<file path="src/rtl/io_dma_seq_pkg.sv">
// Shared definitions for the UART-to-memory DMA write sequencer: FSM states,
// word width, address step and window validation.
package io_dma_seq_pkg;

  localparam int unsigned IO_WORD_W = 32;
  localparam logic [31:0] ADDR_STEP = 32'd4;

  typedef enum logic [2:0] {
    ST_IDLE = 3'd0,
    ST_ARM  = 3'd1,
    ST_REQ  = 3'd2,
    ST_DONE = 3'd3,
    ST_ERR  = 3'd4
  } state_t;

  // A window is rejected when either bound is not word aligned or it is inverted.
  function automatic logic window_bad(input logic [31:0] first, input logic [31:0] last);
    return (first[1:0] != 2'b00) || (last[1:0] != 2'b00) || (first > last);
  endfunction

endpackage

</file>
<file path="src/rtl/io_dma_seq_fifo.sv">
// Synchronous word FIFO with flush; full/empty decode from a registered count.
module io_dma_seq_fifo #(
  parameter int unsigned DEPTH = 4,
  parameter int unsigned W     = 32
) (
  input  logic         clk,
  input  logic         rst,
  input  logic         flush,
  input  logic         push,
  input  logic [W-1:0] push_data,
  input  logic         pop,
  output logic [W-1:0] head,
  output logic         full,
  output logic         empty
);

  localparam int unsigned AW = (DEPTH > 1) ? $clog2(DEPTH) : 1;

  logic [W-1:0]  mem [DEPTH];
  logic [AW-1:0] wr_ptr;
  logic [AW-1:0] rd_ptr;
  logic [AW:0]   count;
  logic          do_push;
  logic          do_pop;

  assign full    = (count == (AW+1)'(DEPTH));
  assign empty   = (count == '0);
  assign do_push = push && !full;
  assign do_pop  = pop && !empty;
  assign head    = mem[rd_ptr];

  always_ff @(posedge clk) begin
    if (rst || flush) begin
      wr_ptr <= '0;
      rd_ptr <= '0;
      count  <= '0;
    end else begin
      if (do_push) wr_ptr <= wr_ptr + 1'b1;
      if (do_pop)  rd_ptr <= rd_ptr + 1'b1;
      case ({do_push, do_pop})
        2'b10:   count <= count + 1'b1;
        2'b01:   count <= count - 1'b1;
        default: count <= count;
      endcase
    end
  end

  always_ff @(posedge clk) begin
    if (do_push && !flush && !rst) mem[wr_ptr] <= push_data;
  end

endmodule

</file>
<file path="src/rtl/io_dma_seq.sv">
// DMA write sequencer: buffers source words and writes them as Wishbone-classic
// single beats across [addr_first..addr_end]. Optional beat timeout: IO_DMA_TIMEOUT_EN.
module io_dma_seq
  import io_dma_seq_pkg::*;
#(
  parameter int unsigned FIFO_DEPTH  = 4,
  parameter int unsigned TIMEOUT_CYC = 255
) (
  input  logic        sys_clk,
  input  logic        sys_rst,
  input  logic        cfg_start,
  input  logic        cfg_abort,
  input  logic [31:0] cfg_addr_first,
  input  logic [31:0] cfg_addr_end,
  input  logic        wr_valid,
  input  logic [31:0] wr_data,
  output logic        wr_ready,
  output logic        dma_cyc_o,
  output logic        dma_stb_o,
  input  logic        dma_ack_i,
  output logic        dma_we_o,
  output logic [31:0] dma_addr_o,
  output logic [31:0] dma_data_o,
  output logic        st_busy,
  output logic        st_done,
  output logic        st_err,
  output logic [31:0] st_words
);

  state_t state_q, state_d;

  logic [31:0]          addr_q;
  logic [31:0]          end_q;
  logic [31:0]          words_q;
  logic                 done_q;
  logic                 err_q;
  logic                 in_xfer;
  logic                 fifo_push;
  logic                 fifo_pop;
  logic                 fifo_flush;
  logic                 fifo_full;
  logic                 fifo_empty;
  logic [IO_WORD_W-1:0] fifo_head;
  logic                 start_ok;
  logic                 start_bad;
  logic                 beat_ack;
  logic                 tmo_hit;
  logic                 tmo_err;

  // Source handshake: a word moves on any edge where wr_valid && wr_ready.
  assign in_xfer   = (state_q == ST_ARM) || (state_q == ST_REQ);
  assign wr_ready  = !fifo_full && in_xfer;
  assign fifo_push = wr_valid && wr_ready;

  io_dma_seq_fifo #(
    .DEPTH (FIFO_DEPTH),
    .W     (IO_WORD_W)
  ) u_fifo (
    .clk       (sys_clk),
    .rst       (sys_rst),
    .flush     (fifo_flush),
    .push      (fifo_push),
    .push_data (wr_data),
    .pop       (fifo_pop),
    .head      (fifo_head),
    .full      (fifo_full),
    .empty     (fifo_empty)
  );

`ifdef IO_DMA_TIMEOUT_EN
  logic [31:0] tmo_cnt;

  // Held at zero outside REQ, so every beat starts its wait from zero.
  always_ff @(posedge sys_clk) begin
    if (sys_rst || state_q != ST_REQ) tmo_cnt <= '0;
    else if (!dma_ack_i)              tmo_cnt <= tmo_cnt + 32'd1;
  end

  assign tmo_hit = (state_q == ST_REQ) && (tmo_cnt == 32'(TIMEOUT_CYC - 1));
`else
  logic unused_tmo;
  assign unused_tmo = ^TIMEOUT_CYC;
  assign tmo_hit    = 1'b0;
`endif

  always_comb begin
    state_d    = state_q;
    fifo_pop   = 1'b0;
    fifo_flush = 1'b0;
    start_ok   = 1'b0;
    start_bad  = 1'b0;
    beat_ack   = 1'b0;
    tmo_err    = 1'b0;
    case (state_q)
      ST_IDLE, ST_DONE, ST_ERR: begin
        if (cfg_start) begin
          fifo_flush = 1'b1;
          if (window_bad(cfg_addr_first, cfg_addr_end)) begin
            start_bad = 1'b1;
            state_d   = ST_ERR;
          end else begin
            start_ok = 1'b1;
            state_d  = ST_ARM;
          end
        end
      end
      ST_ARM: begin
        if (cfg_abort) begin
          fifo_flush = 1'b1;
          state_d    = ST_IDLE;
        end else if (!fifo_empty) begin
          state_d = ST_REQ;
        end
      end
      ST_REQ: begin
        // Abort outranks a simultaneous ack: the beat is dropped, not counted.
        if (cfg_abort) begin
          fifo_flush = 1'b1;
          state_d    = ST_IDLE;
        end else if (dma_ack_i) begin
          fifo_pop = 1'b1;
          beat_ack = 1'b1;
          state_d  = (addr_q == end_q) ? ST_DONE : ST_ARM;
        end else if (tmo_hit) begin
          fifo_flush = 1'b1;
          tmo_err    = 1'b1;
          state_d    = ST_ERR;
        end
      end
      default: state_d = ST_IDLE;
    endcase
  end

  always_ff @(posedge sys_clk) begin
    if (sys_rst) begin
      state_q <= ST_IDLE;
      addr_q  <= '0;
      end_q   <= '0;
      words_q <= '0;
      done_q  <= 1'b0;
      err_q   <= 1'b0;
    end else begin
      state_q <= state_d;
      if (start_ok || start_bad) begin
        addr_q  <= cfg_addr_first;
        end_q   <= cfg_addr_end;
        words_q <= '0;
        done_q  <= 1'b0;
        err_q   <= start_bad;
      end
      if (beat_ack) begin
        words_q <= words_q + 32'd1;
        addr_q  <= addr_q + ADDR_STEP;
        if (state_d == ST_DONE) done_q <= 1'b1;
      end
      if (tmo_err) err_q <= 1'b1;
    end
  end

  // Bus outputs are decoded from state only, so they drop the cycle after any exit from REQ.
  assign dma_cyc_o  = (state_q == ST_REQ);
  assign dma_stb_o  = dma_cyc_o;
  assign dma_we_o   = dma_cyc_o;
  assign dma_addr_o = dma_cyc_o ? addr_q : '0;
  assign dma_data_o = dma_cyc_o ? fifo_head : '0;

  assign st_busy  = in_xfer;
  assign st_done  = done_q;
  assign st_err   = err_q;
  assign st_words = words_q;

endmodule

</file>
<file path="config.mk">
export PLATFORM = sky130hd
export DESIGN_NAME = io_dma_seq
export DESIGN_NICKNAME = d
export VERILOG_FILES = /design/src/rtl/io_dma_seq_pkg.sv /design/src/rtl/io_dma_seq_fifo.sv /design/src/rtl/io_dma_seq.sv
export SDC_FILE = /design/constraint.sdc
export NUM_CORES = 1
export LEC_CHECK = 0
export CAP_MARGIN = 25
export CORE_UTILIZATION = 53
export CTS_BUF_LIST = sky130_fd_sc_hd__clkbuf_16
export DETAILED_ROUTE_END_ITERATION = 7
export PLACE_DENSITY = 0.81
export SYNTH_ARGS = -nofsm -noshare
export SYNTH_HDL_FRONTEND = slang
export SYNTH_SLANG_ARGS = --single-unit
</file>
<file path="constraint.sdc">
create_clock -name sys_clk -period 3.7 [get_ports sys_clk]
set_clock_uncertainty 0.15 [all_clocks]
set_input_delay 0.925 -clock sys_clk [delete_from_list [all_inputs] [get_ports sys_clk]]
set_output_delay 0.925 -clock sys_clk [all_outputs]
set_load 0.05 [all_outputs]
</file>
==> flow_metrics.tcl, run 1 <==
set metrics [dict create \
    status "finished clean" \
    setup_viol 0 \
    dp_hpwl_um 19590 \
    finalCriticalPeriod_ps 3528 \
    areaGrowthSynthToFinish_pct 27.09 \
    row_count 52 \
    core_um2 20560 \
    maxSlewViolCount 0 \
    wl_um 28700 \
    leakagePower_uw 0.005323 \
    async_flop_share_pct 0 \
    ant_nets 0 \
    cap_violations 0 \
    finalHoldViolCount 0 \
    viasPerCell 5.795 \
    reg2reg_from "state_q[1]" \
    die_area_um2 21830 \
    synth-compound-area-share_pct 9.301 \
    die_h_um 147.8 \
    drc_errors 0 \
    die_x_um 147.8 \
    cts_buffers 25 \
    synth_xor_area_share_pct 2.878 \
    regArea_um2 6047 \
    hp-start "st_done" \
    max_freq_ghz 0.2835 \
    cp.arrival_ps 2450 \
    htree_levels 1 \
    start_kind "flop" \
    total_power_uw 5583 \
    r2r-end "addr_q[29]" \
    crit_path_cell_trace "or3b_4, clkinv_4, buf_4, and2_1, buf_12" \
    ir_drop_v 0.0003253 \
    synth-edff-count 128 \
    multi_input_area_um2 4791 \
    period_share_pct 95.35 \
    routabilityCongestion 0.8874 \
    synthAdderAreaFrac_pct 4.512 \
    syn_nets 1179 \
    cts_hold_buf 0 \
    tns_ps 0 \
    yosys.area_share.simple_pct 18.17 \
    placement.io_buffers 204 \
    whs_endpoint "st_done" \
    cp_top_family "simple AND/OR/NAND/NOR gates" \
    start_util_pct 54.77 \
    cp_slowest_cell "or3b_4" \
    cpPeakStageDelay_ps 540 \
    ys_types 62 \
    hold_path.class "flop to flop" \
    ff2ff_path_depth 8 \
    gr-total-overflow 0 \
    insertion_delay_ps 520 \
    cts_tree "done" \
    netlist_instances 1037 \
    slew_headroom_pct 44.46 \
    grt_pass1_wl_um 45220 \
    criticalPathCategory "flop to primary output" \
    clkTransAtPathRegs_ps 60 \
    finish.instance_area_um2 14310 \
    rsz0062_at_grt "no" \
    layout.nets 1376 \
    cellPowerDensity_nw_per_um2 390.1 \
    post_drt_wl_per_cell_um 18.83 \
    grt_pass1_vias 8431 \
    firstDrtPassIters 6 \
    cp.buffers_inverters 3 \
    yosysWarnings 0 \
    synth_top_family_by_area "simple AND/OR/NAND/NOR gates" \
    post_cts_buffers 0 \
    fillCellCount 1516 \
    cp-end-kind "primary output" \
    antenna_found_initial 0 \
    synth_area_um2 11260 \
    drive_gt1_share_pct 13.81 \
    crit_required_ps 2620 \
    grt_use_total_pct 26.45 \
    cp_max_fo 25 \
    vias 8832 \
    r2r_slack_ps 570 \
    yosys_register_bits 238 \
    ys_seq_area_share_pct 53.69 \
    grt_max_degree 76 \
    synth_ff_type "edfxtp_1" \
    placedInstanceArea_um2 13540 \
    clock-sinks 238 \
    holdWs_ps 290.6 \
    drt_iter0_markers 720 \
    worst_pin_slew_ps 833.0 \
    synth_mux_area_share_pct 7.501 \
    synth.avg_cell_area_um2 10.86 \
    utilization_pct 69.60 \
    hold_depth 2 \
    clockBufferDepth 3 \
    root_buffer "clkbuf_16" \
    boundaryPins 205 \
]
-- where the power goes --
group          internal (uW)  switching [uW]
clock                   1300            1010
sequential              2820            50.9
combinational            197             211
-- sequential cells by signal, indices dropped and copies added, names as in the netlist, named ones only --
register and count:
addr_q 32, end_q 32, st_done 1, st_err 1, st_words 32, state_q 3
u_fifo.count 3, u_fifo.mem 128, u_fifo.rd_ptr 2, u_fifo.wr_ptr 2
-- metal layers --
layer  vias to the layer above  track usage [%]  wire length [um]
met3                        65            6.111              2645
met2                       371            42.71             13580
met5                         -                0                 0
li1                       4168                -                 -
met4                         0            7.577               728
met1                      4228            35.78             11750
-- synthesized netlist by cell type (5+ instances only) --
| master | count | area (um2) |
|---|---|---|
| mux4_2 | 32 | 720.7 |
| nor3_1 | 15 | 75.07 |
| or3_1 | 7 | 43.79 |
| and4_1 | 10 | 87.58 |
| inv_1 | 53 | 198.9 |
| ha_1 | 39 | 488.0 |
| edfxtp_1 | 128 | 3844 |
| and3_1 | 12 | 75.07 |
| nor2_1 | 54 | 202.7 |
| nand2_1 | 130 | 488.0 |
| nand3_1 | 40 | 200.2 |
| buf_1 | 5 | 18.77 |
| a21oi_1 | 88 | 440.4 |
| o21ai_0 | 14 | 70.07 |
| dfxtp_1 | 110 | 2202 |
| mux2_2 | 11 | 123.9 |
| a31oi_1 | 9 | 56.30 |
| nand4_1 | 22 | 137.6 |
| o211ai_1 | 21 | 157.7 |
| clkbuf_1 | 46 | 172.7 |
| and2_1 | 65 | 406.6 |
| nor3b_1 | 8 | 60.06 |
| nor4_1 | 12 | 75.07 |
| xor2_1 | 25 | 219.0 |
| xnor2_1 | 12 | 105.1 |
-- cells by family (layout without fill, tap and decap cells) --
| kind of cell | Yosys count | after routing |
|---|---|---|
| flip-flops | 238 | 238 |
| AND/OR/NAND/NOR | 398 | 398 |
| AO/OA/AOI/OAI | 171 | 171 |
| XOR/XNOR | 37 | 37 |
| buffers and inverters | 110 | 326 |
| adder cells (fa/ha/maj) | 40 | 40 |
| other | 0 | 1 |
| multiplexers | 43 | 43 |
-- layout by cell type, fill, tap and decap left out, types with 4 or more instances in the layout --
| cell | instances |
|---|---|
| a211oi_1 | 4 |
| a21oi_1 | 88 |
| a2bb2oi_1 | 4 |
| a31oi_1 | 9 |
| and2_1 | 64 |
| and3_1 | 12 |
| and4_1 | 10 |
| buf_12 | 10 |
| buf_4 | 72 |
| clkbuf_16 | 25 |
| clkdlybuf4s50_1 | 136 |
| clkinv_1 | 5 |
| clkinv_2 | 7 |
| dfxtp_1 | 109 |
| dlygate4sd2_1 | 8 |
| edfxtp_1 | 128 |
| ha_1 | 39 |
| inv_1 | 58 |
| mux2_2 | 11 |
| mux4_2 | 32 |
| nand2_1 | 130 |
| nand3_1 | 40 |
| nand4_1 | 22 |
| nor2_1 | 54 |
| nor2b_1 | 4 |
| nor3_1 | 15 |
| nor3b_1 | 8 |
| nor4_1 | 12 |
| o211ai_1 | 21 |
| o21a_1 | 4 |
| o21ai_0 | 14 |
| o41ai_1 | 4 |
| or3_1 | 7 |
| xnor2_1 | 12 |
| xor2_1 | 25 |
-- worst max path at each step --
stage | startpoint | end | cells after the start
6_report | state_q[1] | dma_data_o[29] | 5
5_1_grt | state_q[1] | dma_data_o[29] | 5
4_1_cts | state_q[1] | dma_data_o[29] | 5
3_5_place_dp | cfg_addr_end[13] | state_q[0] | 8
3_3_place_gp | cfg_addr_end[14] | state_q[0] | 8
2_1_floorplan | state_q[1] | dma_data_o[22] | 6
-- metrics by stage --
step	std cells	setup slack [ps]
global route	1523	55.45
finish	1524	172.2
floorplan	1037	505.1
detailed placement	1476	206.5
global placement	1476	253.4
CTS	1522	175.6
-- tightest hold or removal path, delay by kind of cell (launching register included) --
kind,cells,cell delay [ps]
simple gates,2,90
flops,1,310
-- final cells by class --
type                    instances  area share [%]
clock inverters                21          0.8831
repair buffers                226           15.18
multi-input cells             689           33.48
diodes                          1         0.01749
inverters                      54           1.451
well taps                     270           2.361
clock buffers                  25           4.372
flip-flops and latches        238           42.26
-- repair_timing --
action                     4_1_cts  5_1_grt
gates resized for setup          9        0
setup endpoints to repair       10        0
hold endpoints to repair         0        0
No activity file was read; power rests on OpenSTA's default activity.
==> run 2: changes to the inputs <==
--- a/config.mk
+++ b/config.mk
@@ -6,9 +6,12 @@
 export NUM_CORES = 1
 export LEC_CHECK = 0
 export CAP_MARGIN = 25
+export CORE_MARGIN = 3
 export CORE_UTILIZATION = 53
 export CTS_BUF_LIST = sky130_fd_sc_hd__clkbuf_16
+export CTS_CLUSTER_DIAMETER = 200
 export DETAILED_ROUTE_END_ITERATION = 7
+export MAX_ROUTING_LAYER = met4
 export PLACE_DENSITY = 0.81
 export SYNTH_ARGS = -nofsm -noshare
 export SYNTH_HDL_FRONTEND = slang
==> flow_metrics.tcl, run 2 (synthesized netlist as in run 1, its figures left out) <==
set metrics [dict create \
    status "finished clean" \
    period_share_pct 94.73 \
    hp-start "st_done" \
    criticalPathCategory "flop to primary output" \
    grt_pass1_vias 8334 \
    dp_cells 1478 \
    grt_use_total_pct 25.46 \
    fillCellCount 1539 \
    reg2reg_from "state_q[1]" \
    clkTransAtPathRegs_ps 60 \
    areaGrowthSynthToFinish_pct 27.27 \
    r2r-end "u_fifo.count[2]" \
    cap_violations 0 \
    ff2ff_path_depth 11 \
    insertion_delay_ps 520 \
    post_drt_wl_per_cell_um 19.24 \
    wl_um 29350 \
    cts_tree "done" \
    r2r_slack_ps 610 \
    worst_pin_slew_ps 945.5 \
    start_kind "flop" \
    grt_max_degree 76 \
    row_count 52 \
    hold_depth 2 \
    vias 8780 \
    final_cell_mix "136 x clkdlybuf4s50_1, 130 x nand2_1, 128 x edfxtp_1, 109 x dfxtp_1, 88 x a21oi_1" \
    rsz0062_at_grt "no" \
    grt_pass1_wl_um 44610 \
    finalCriticalPeriod_ps 3505 \
    cp.arrival_ps 2430 \
    antenna_found_initial 1 \
    max_freq_ghz 0.2853 \
    die_x_um 151.8 \
    core_um2 20560 \
    finalHoldViolCount 0 \
    routabilityCongestion 0.9292 \
    swShare_pct 22.14 \
    ant_nets 0 \
    drc_errors 0 \
    placement.io_buffers 204 \
    cp_max_fo 48 \
    regMostFlops "u_fifo.mem" \
    regArea_um2 6047 \
    leakagePower_uw 0.005334 \
    final_common_cell "clkdlybuf4s50_1" \
    cts_hold_buf 0 \
    total_power_uw 5778 \
    drt_iter0_markers 662 \
    drive_gt1_share_pct 14.10 \
    cellPowerDensity_nw_per_um2 403.2 \
    ir_drop_v 0.0002873 \
    hold_path.class "flop to flop" \
    cts_buffers 26 \
    cp-end-kind "primary output" \
    clockBufferDepth 3 \
    dp_hpwl_um 19930 \
    root_buffer "clkbuf_16" \
    p_switching_uw 1279 \
    p_clk_share_pct 43.2 \
    holdWs_ps 294.4 \
    whs_endpoint "st_done" \
    pwr-share-seq_pct 49.7 \
    layout.nets 1378 \
    largest_reg_flops 128 \
    firstDrtPassIters 5 \
    die_h_um 151.8 \
    post_cts_buffers 0 \
    start_util_pct 54.77 \
    slew_headroom_pct 36.73 \
    boundaryPins 205 \
    p_int_uw 4499 \
    die_area_um2 23030 \
    multi_input_area_um2 4791 \
    clock-sinks 238 \
    gr-total-overflow 0 \
    htree_levels 1 \
    maxSlewViolCount 0 \
    setup_viol 0 \
    tns_ps 0 \
    fin_cells 1526 \
    pwr-share-comb_pct 7.1 \
    viasPerCell 5.754 \
    crit_required_ps 2620 \
]
[run 2: cell types whose count changed in the layout (fill, tap and decap cells not counted), sizes merged]
cell | before | now
buf | 82 | 86
bufinv | 1 | 3
clkbuf | 25 | 26
clkinv | 13 | 15
clkinvlp | 2 | 1
dlygate4sd2 | 8 | 5
inv | 59 | 56
[run 2: power groups by stage]
| stage | combinational, uW | clock, uW | sequential [uW] |
|---|---|---|---|
| detailed placement | 401 | 0 | 2930 |
| global placement | 395 | 0 | 2930 |
| global route | 446 | 2640 | 2880 |
| CTS | 405 | 2530 | 2870 |
| finish | 409 | 2500 | 2870 |
| floorplan | 199 | 0 | 2910 |
[run 2: repair_timing]
| action | CTS | global route |
|---|---|---|
| setup endpoints to repair | 22 | 0 |
| endpoints found under the hold margin | 0 | 0 |
| gates resized for setup | 6 | 0 |
[run 2: how the worst max path moves through the flow]
| stage | start | end | slack, ps | cells after the start |
|---|---|---|---|---|
| floorplan | state_q[1] | dma_data_o[22] | 510 | 6 |
| global placement | cfg_addr_end[1] | st_err | 220 | 9 |
| detailed placement | cfg_addr_end[1] | st_err | 180 | 9 |
| CTS | state_q[1] | dma_data_o[30] | 200 | 5 |
| global route | state_q[1] | dma_data_o[26] | 110 | 5 |
| finish | state_q[1] | dma_data_o[13] | 200 | 5 |
[run 2: area by class of cell]
cell class,instances,share of cell area [%]
Antenna cell,1,0.01746
Clock buffer,26,4.540
Clock inverter,21,1.257
Inverter,54,1.449
Multi-Input combinational cell,689,33.43
Sequential cell,238,42.20
Tap cell,270,2.357
Timing Repair Buffer,227,14.75
[run 2: worst max-delay path, cell delays in order, from the launching register on]
cell      delay [ps]
dfxtp_1          460
or3b_4           530
clkinv_4         330
buf_4            220
and2_1           140
buf_4            200
[run 2: metal layers]
metal  vias up  global-route usage [%]  wire length [um]
li1       4164                       -                 -
met1      4206                   34.13             12130
met2       349                   39.47             13840
met3        61                   5.622              2681
met4         0                   7.367               701
met5         -                       -                 0
[run 2: metrics by stage]
stage	cell area (um2)	setup WS [ps]	utilization, %
6_report	14330	195.0	69.70
3_3_place_gp	13500	219.0	65.66
4_1_cts	14330	199.8	69.69
5_1_grt	14330	107.6	69.70
2_1_floorplan	11270	505.1	-
3_5_place_dp	13500	181.5	65.66
==> run 3: changes to the inputs <==
--- a/config.mk
+++ b/config.mk
@@ -5,7 +5,7 @@
 export SDC_FILE = /design/constraint.sdc
 export NUM_CORES = 1
 export LEC_CHECK = 0
-export CAP_MARGIN = 25
+export CAP_MARGIN = 20
 export CORE_MARGIN = 3
 export CORE_UTILIZATION = 53
 export CTS_BUF_LIST = sky130_fd_sc_hd__clkbuf_16
==> results of run 3 <==
The final DEF is identical to that of run 2; final timing and power are the same.
